--- src/rtl/booth_pkg.sv ---
// Shared types and helpers for the sequential radix-4 Booth multiplier.
package booth_pkg;

    typedef enum logic [1:0] {
        IDLE = 2'd0,
        BUSY = 2'd1,
        DONE = 2'd2
    } state_t;

    typedef logic signed [2:0] booth_digit_t;

    // Radix-4 digits needed to cover a (width+1)-bit extended multiplier.
    function automatic int ndig(input int width);
        return (width + 2) / 2;
    endfunction

endpackage

--- src/rtl/booth_r4_recode.sv ---
// Radix-4 Booth recoder: three multiplier bits select 0, +/-x or +/-2x,
// returned sign-extended to the accumulator width.
module booth_r4_recode
    import booth_pkg::*;
#(
    parameter int WIDTH = 25
) (
    input  logic [2:0]       bits,
    input  logic [WIDTH:0]   x_ext,
    output logic [WIDTH+2:0] pp
);

    booth_digit_t     digit;
    logic [WIDTH+2:0] xs;
    logic [WIDTH+2:0] mag;

    always_comb begin
        xs = {{2{x_ext[WIDTH]}}, x_ext};
        unique case (bits)
            3'b001, 3'b010: digit = 3'sd1;
            3'b011:         digit = 3'sd2;
            3'b100:         digit = -3'sd2;
            3'b101, 3'b110: digit = -3'sd1;
            default:        digit = 3'sd0;
        endcase

        mag = '0;
        if (digit == 3'sd2 || digit == -3'sd2) begin
            mag = xs << 1;
        end else if (digit != 3'sd0) begin
            mag = xs;
        end
        pp = digit[2] ? -mag : mag;
    end

endmodule

--- src/rtl/booth_seq_mult.sv ---
// Iterative radix-4 Booth multiplier, one digit per clock, valid/ready on both sides.
// Optional macro BOOTH_ZERO_SKIP_EN: zero operands bypass iteration (latency 1).
module booth_seq_mult
    import booth_pkg::*;
#(
    parameter int WIDTH = 25
) (
    input  logic               clk,
    input  logic               rst,
    input  logic               in_valid,
    output logic               in_ready,
    input  logic               in_signed,
    input  logic [WIDTH-1:0]   x,
    input  logic [WIDTH-1:0]   y,
    output logic               out_valid,
    input  logic               out_ready,
    output logic [2*WIDTH-1:0] p
);

    // Handshake: a transfer happens on a rising edge where valid && ready;
    // valid never waits on ready, and a producer holds its data until transfer.

    localparam int NDIG = ndig(WIDTH);
    localparam int YW   = 2 * NDIG;          // multiplier bits consumed by NDIG digits
    localparam int AW   = WIDTH + 3;
    localparam int TW   = AW + YW + 1;
    localparam int CW   = $clog2(NDIG + 1);

    state_t             state, state_nx;
    logic [AW-1:0]      acc, acc_nx, pp, sum;
    logic [YW:0]        y_sh, y_nx;          // bit 0 is the appended y[-1]
    logic [WIDTH:0]     x_ext;
    logic [CW-1:0]      cnt;
    logic [TW-1:0]      shifted;
    logic [YW-1:0]      y_in_ext;
    logic [2*WIDTH-1:0] prod_nx;
    logic               accept, last_dig, zero_op;

    assign in_ready = (state == IDLE);
    assign accept   = in_valid && in_ready;
    assign last_dig = (cnt == CW'(NDIG - 1));

`ifdef BOOTH_ZERO_SKIP_EN
    assign zero_op = (x == '0) || (y == '0);
`else
    assign zero_op = 1'b0;
`endif

    booth_r4_recode #(.WIDTH(WIDTH)) u_recode (
        .bits  (y_sh[2:0]),
        .x_ext (x_ext),
        .pp    (pp)
    );

    always_comb begin
        y_in_ext = {{(YW - WIDTH){in_signed & y[WIDTH-1]}}, y};
        sum      = acc + pp;
        shifted  = $signed({sum, y_sh}) >>> 2;
        acc_nx   = shifted[TW-1 -: AW];
        y_nx     = shifted[YW:0];
        // Low product bits have been shifted into the multiplier register.
        prod_nx  = {acc_nx[2*WIDTH-YW-1:0], y_nx[YW:1]};
    end

    always_comb begin
        state_nx = state;
        unique case (state)
            IDLE:    if (accept) state_nx = zero_op ? DONE : BUSY;
            BUSY:    if (last_dig) state_nx = DONE;
            DONE:    if (out_valid && out_ready) state_nx = IDLE;
            default: state_nx = IDLE;
        endcase
    end

    always_ff @(posedge clk) begin
        if (rst) begin
            state     <= IDLE;
            acc       <= '0;
            y_sh      <= '0;
            x_ext     <= '0;
            cnt       <= '0;
            p         <= '0;
            out_valid <= 1'b0;
        end else begin
            state <= state_nx;
            unique case (state)
                IDLE: begin
                    if (accept) begin
                        x_ext <= {in_signed & x[WIDTH-1], x};
                        y_sh  <= {y_in_ext, 1'b0};
                        acc   <= '0;
                        cnt   <= '0;
                        if (zero_op) p <= '0;
                    end
                end
                BUSY: begin
                    acc  <= acc_nx;
                    y_sh <= y_nx;
                    cnt  <= cnt + 1'b1;
                    if (last_dig) begin
                        p         <= prod_nx;
                        out_valid <= 1'b1;
                    end
                end
                DONE: begin
                    // Zero-skip enters DONE with out_valid low; raise it one edge later.
                    if (!out_valid)     out_valid <= 1'b1;
                    else if (out_ready) out_valid <= 1'b0;
                end
                default: ;
            endcase
        end
    end

endmodule

--- config.mk ---
export PLATFORM = sky130hd
export DESIGN_NAME = booth_seq_mult
export DESIGN_NICKNAME = d
export VERILOG_FILES = /design/src/rtl/booth_pkg.sv /design/src/rtl/booth_r4_recode.sv /design/src/rtl/booth_seq_mult.sv
export SDC_FILE = /design/constraint.sdc
export NUM_CORES = 1
export LEC_CHECK = 0
export CORE_MARGIN = 5
export CORE_UTILIZATION = 55
export DETAILED_ROUTE_END_ITERATION = 10
export PLACE_DENSITY_LB_ADDON = 0.15
export SYNTH_ARGS = -nofsm -noshare
export SYNTH_HDL_FRONTEND = slang
export SYNTH_SLANG_ARGS = --single-unit
--- constraint.sdc ---
create_clock -name clk -period 6.4 [get_ports clk]
set_input_delay 1.28 -clock clk [delete_from_list [all_inputs] [get_ports clk]]
set_output_delay 1.28 -clock clk [all_outputs]
set_load 0.005 [all_outputs]
==> summary.md <==
| Metric | Value |
|---|---|
| Gate Count Post-Synth | `1,003` |
| Pre-CTS setup slack | `1.19 ns` |
| Filler cells | `1,162` |
| Syn Nets | `1,090` |
| Layout cells sized above 1 | `5.18%` |
| Cell taking the most area after synthesis | `dfxtp_1` |
| FFs w/ async S/R, synth | `0%` |
| Post-synthesis sequential area ratio | `36.3%` |
| Vias in the first global route | `6,791` |
| Met1 WL | `9680 um` |
| Crit path max-delay family | `compound AO/OA/AOI/OAI gates` |
| Hold_ws | `0.451 ns` |
| #FFs+latches synth | `136` |
| Cell Rows | `42` |
| Final min period | `5.31 ns` |
| Max cap viols | `0` |
| P_sw | `690 uW` |
| CTS tree | `yes` |
| DR pass1 iterations | `6` |
| Ant. Diodes | `0` |
| Hold_buf cts | `0` |
| Final core occ | `68.7%` |
| Distinct cells, synth | `69` |
| Mapped Avg Cell Area | `7.48 um2` |
| Skew final | `0.0107 ns` |
| Antenna violations before repair | `0` |
| Gr ovfl total | `0` |
| Post-synth top area share | `36.3%` |
| Worst slew pin tran | `1.12 ns` |
| Skew-Pair Late Insertion Delay | `0.43 ns` |
| Synthesized area | `7500 um2` |
| Die W | `127 um` |
| DR vias/cell | `5.84` |
| Critical Path Source | `y_sh[0]` |
| Slew Limit Headroom | `25.2%` |
| Hold path startpoint | `p[22]` |
| VDD IR-drop max | `220 uV` |
| WS Path Type | `reg2reg` |
| Max Fanout on Critical Path | `15` |
| Global-route wire length before repair | `33,900 um` |
| RSZ-0062 raised after global routing | `no` |
| Power Dens Cells | `251 nW/um2` |
| Fin. Hold Viols | `0` |
| Status | `finished clean` |
| Switching share of power | `30.1%` |
| Clk buf depth | `2` |
| Nets | `1,156` |
| Clock Sinks | `136` |
| Core area | `13,300 um2` |
| DR vias | `7,347` |
| Most frequent cells in the layout | `201 x nand2_1, 136 x dfxtp_1, 130 x a21oi_1` |
| H-tree level count | `4` |
| Chip height | `127 um` |
| Commonest non-fill, non-tap cell in the layout | `nand2_1` |
| Post-route ant nets | `0` |
| CTS buffer count | `17` |
| IO Port Bufs | `106` |
| Number of buffers and inverters on the critical path | `0` |
| Total track usage | `25.8%` |
| Combinational share of power | `19.0%` |
| Final WS setup | `1.09 ns` |
| Full die area | `16,100 um2` |
| Ys flop type | `dfxtp_1` |
| Layout area overhead | `21.7%` |
| Metal3 WL | `1540 um` |
| Largest net degree at the start of global routing | `89` |
| HP Class | `reg2reg` |
| DRT Wirelength | `20,900 um` |
| Synth warn | `0` |
| Initial Utilization | `56.4%` |
| # setup viols final | `0` |
| DRT iter0 DRCs | `746` |
| Fin. max-slew vios | `0` |
| CTS root buffer | `clkbuf_16` |
| Placer Congestion | `0.979` |
| P_int | `1600 uW` |
| Crit share post-route | `83.0%` |
| Post-DP HPWL | `14,500 um` |
| Peak Freq | `0.188 GHz` |
| # DRC | `0` |
| Area contributors post-synth | `dfxtp_1 36%, nand2_1 10%, a21oi_1 8.7%` |
| Met2 routed WL | `9250 um` |
| Number of enable flip-flop cells after synthesis | `0` |
| Post-CTS Setup Inserts | `0` |
| CP max-delay cell | `dfxtp_1` |
| Avg WL per Cell | `16.6 um` |
| CP arrival | `5.58 ns` |
| Worst R2R Start | `y_sh[0]` |
| Critical Path Sink Type | `flip-flop` |
| Setup TNS | `0 ns` |
| Clock network power share | `40.7%` |
| Leak | `0.00341 uW` |
| Flop pwr share | `40.3%` |
| CTS resizes | `0` |
| Clk pin slew, worst setup/hold paths | `0.06 ns` |
| # IOs | `107` |
| CP Launch Type | `flip-flop` |
| Max Used Layer | `met4` |
| Worst EP required | `6.66 ns` |
| CP peak stage delay | `0.64 ns` |
| Cell Chain, Critical Path | `or3b_1 -> o21ai_1 -> a22oi_1 -> ha_1 -> o21ai_0 -> a221oi_2 -> nand2b_1 -> or3_4 -> nor3_4 -> a21oi_1 -> o221ai_1 -> ha_1 -> a21o_1 -> a31oi_1 -> o32a_1 -> a311oi_1 -> or4_1 -> a31oi_1 -> o31ai_1` |
registers in the layout, indices dropped and copies added, names as in the netlist:
signal	flops
p	50
state	2
acc	26
y_sh	27
x_ext	26
cnt	4
out_valid	1
metal layers:
layer  vias up  track usage [%]
met2       259             39.0
met4         0             9.15
li1       3646                -
met3        37             6.14
met1      3405             35.9
met5         -                0
final timing paths:
path,endpoint,slack [ns],cells after the start
hold reg to reg,p[22],0.45,2
hold / removal,p[22],0.45,2
setup reg to reg,acc[26],1.09,19
setup / recovery,acc[26],1.09,19
per-stage QoR:
stage,instances,total power [uW],instance area [um2]
after global routing,1258,2390,9130
after floorplan,1003,1240,7500
after global placement,1226,1360,8560
after detailed placement,1226,1360,8560
after CTS,1258,2290,9130
final,1258,2290,9130
tightest hold or removal path, stage by stage (launching register included):
cell and delay (ns):
dfxtp_1 0.30, nand2_1 0.05, a21oi_1 0.05
area by class of cell:
type / count / area (um2) / area share (%)
Multi-Input combinational cell: 779 / 4420 / 48.5
Sequential cell: 136 / 2720 / 29.8
Timing Repair Buffer: 114 / 1120 / 12.3
Clock buffer: 19 / 443 / 4.85
Tap cell: 176 / 220 / 2.41
Clock inverter: 13 / 121 / 1.33
Inverter: 21 / 78.8 / 0.863
logic make-up after synthesis:
group / Yosys count / share of synthesized area, %
simple gates: 406 / 23.8
compound gates: 287 / 23.0
flops: 136 / 36.3
buf+inv: 88 / 4.90
xor+xnor: 46 / 5.47
fa+ha+maj: 32 / 5.44
mux: 8 / 1.07
cell usage after synthesis (2+ instances only):
cell type,n
nand2b_1,5
a311oi_1,2
nor2_1,79
nand4_1,10
o21bai_1,5
a22oi_1,14
a31oi_1,13
o211ai_1,3
a21boi_0,4
and2_1,3
and4_1,2
buf_2,3
nand2_1,202
o21a_1,5
a22o_1,5
a211oi_1,4
dfxtp_1,136
o31ai_1,6
a21o_1,15
a221o_1,2
or4_1,3
clkbuf_1,54
xor2_1,15
xnor2_1,30
o221ai_1,3
inv_1,21
nand3_1,42
o21ai_0,57
nand3b_1,2
or3_4,2
nor3_1,36
buf_6,4
buf_1,5
or2_2,3
or3_1,4
and3_1,3
ha_1,31
mux2i_1,8
nor3b_1,2
o311ai_0,2
a21oi_1,130
power groups by stage:
stage	Clock, uW	Combinational, uW	Sequential (uW)
2_1_floorplan	0	318	923
3_3_place_gp	0	421	938
3_5_place_dp	0	425	938
4_1_cts	945	427	921
5_1_grt	981	479	926
6_report	932	434	922
Note: power is estimated with default switching activity, not from simulation.
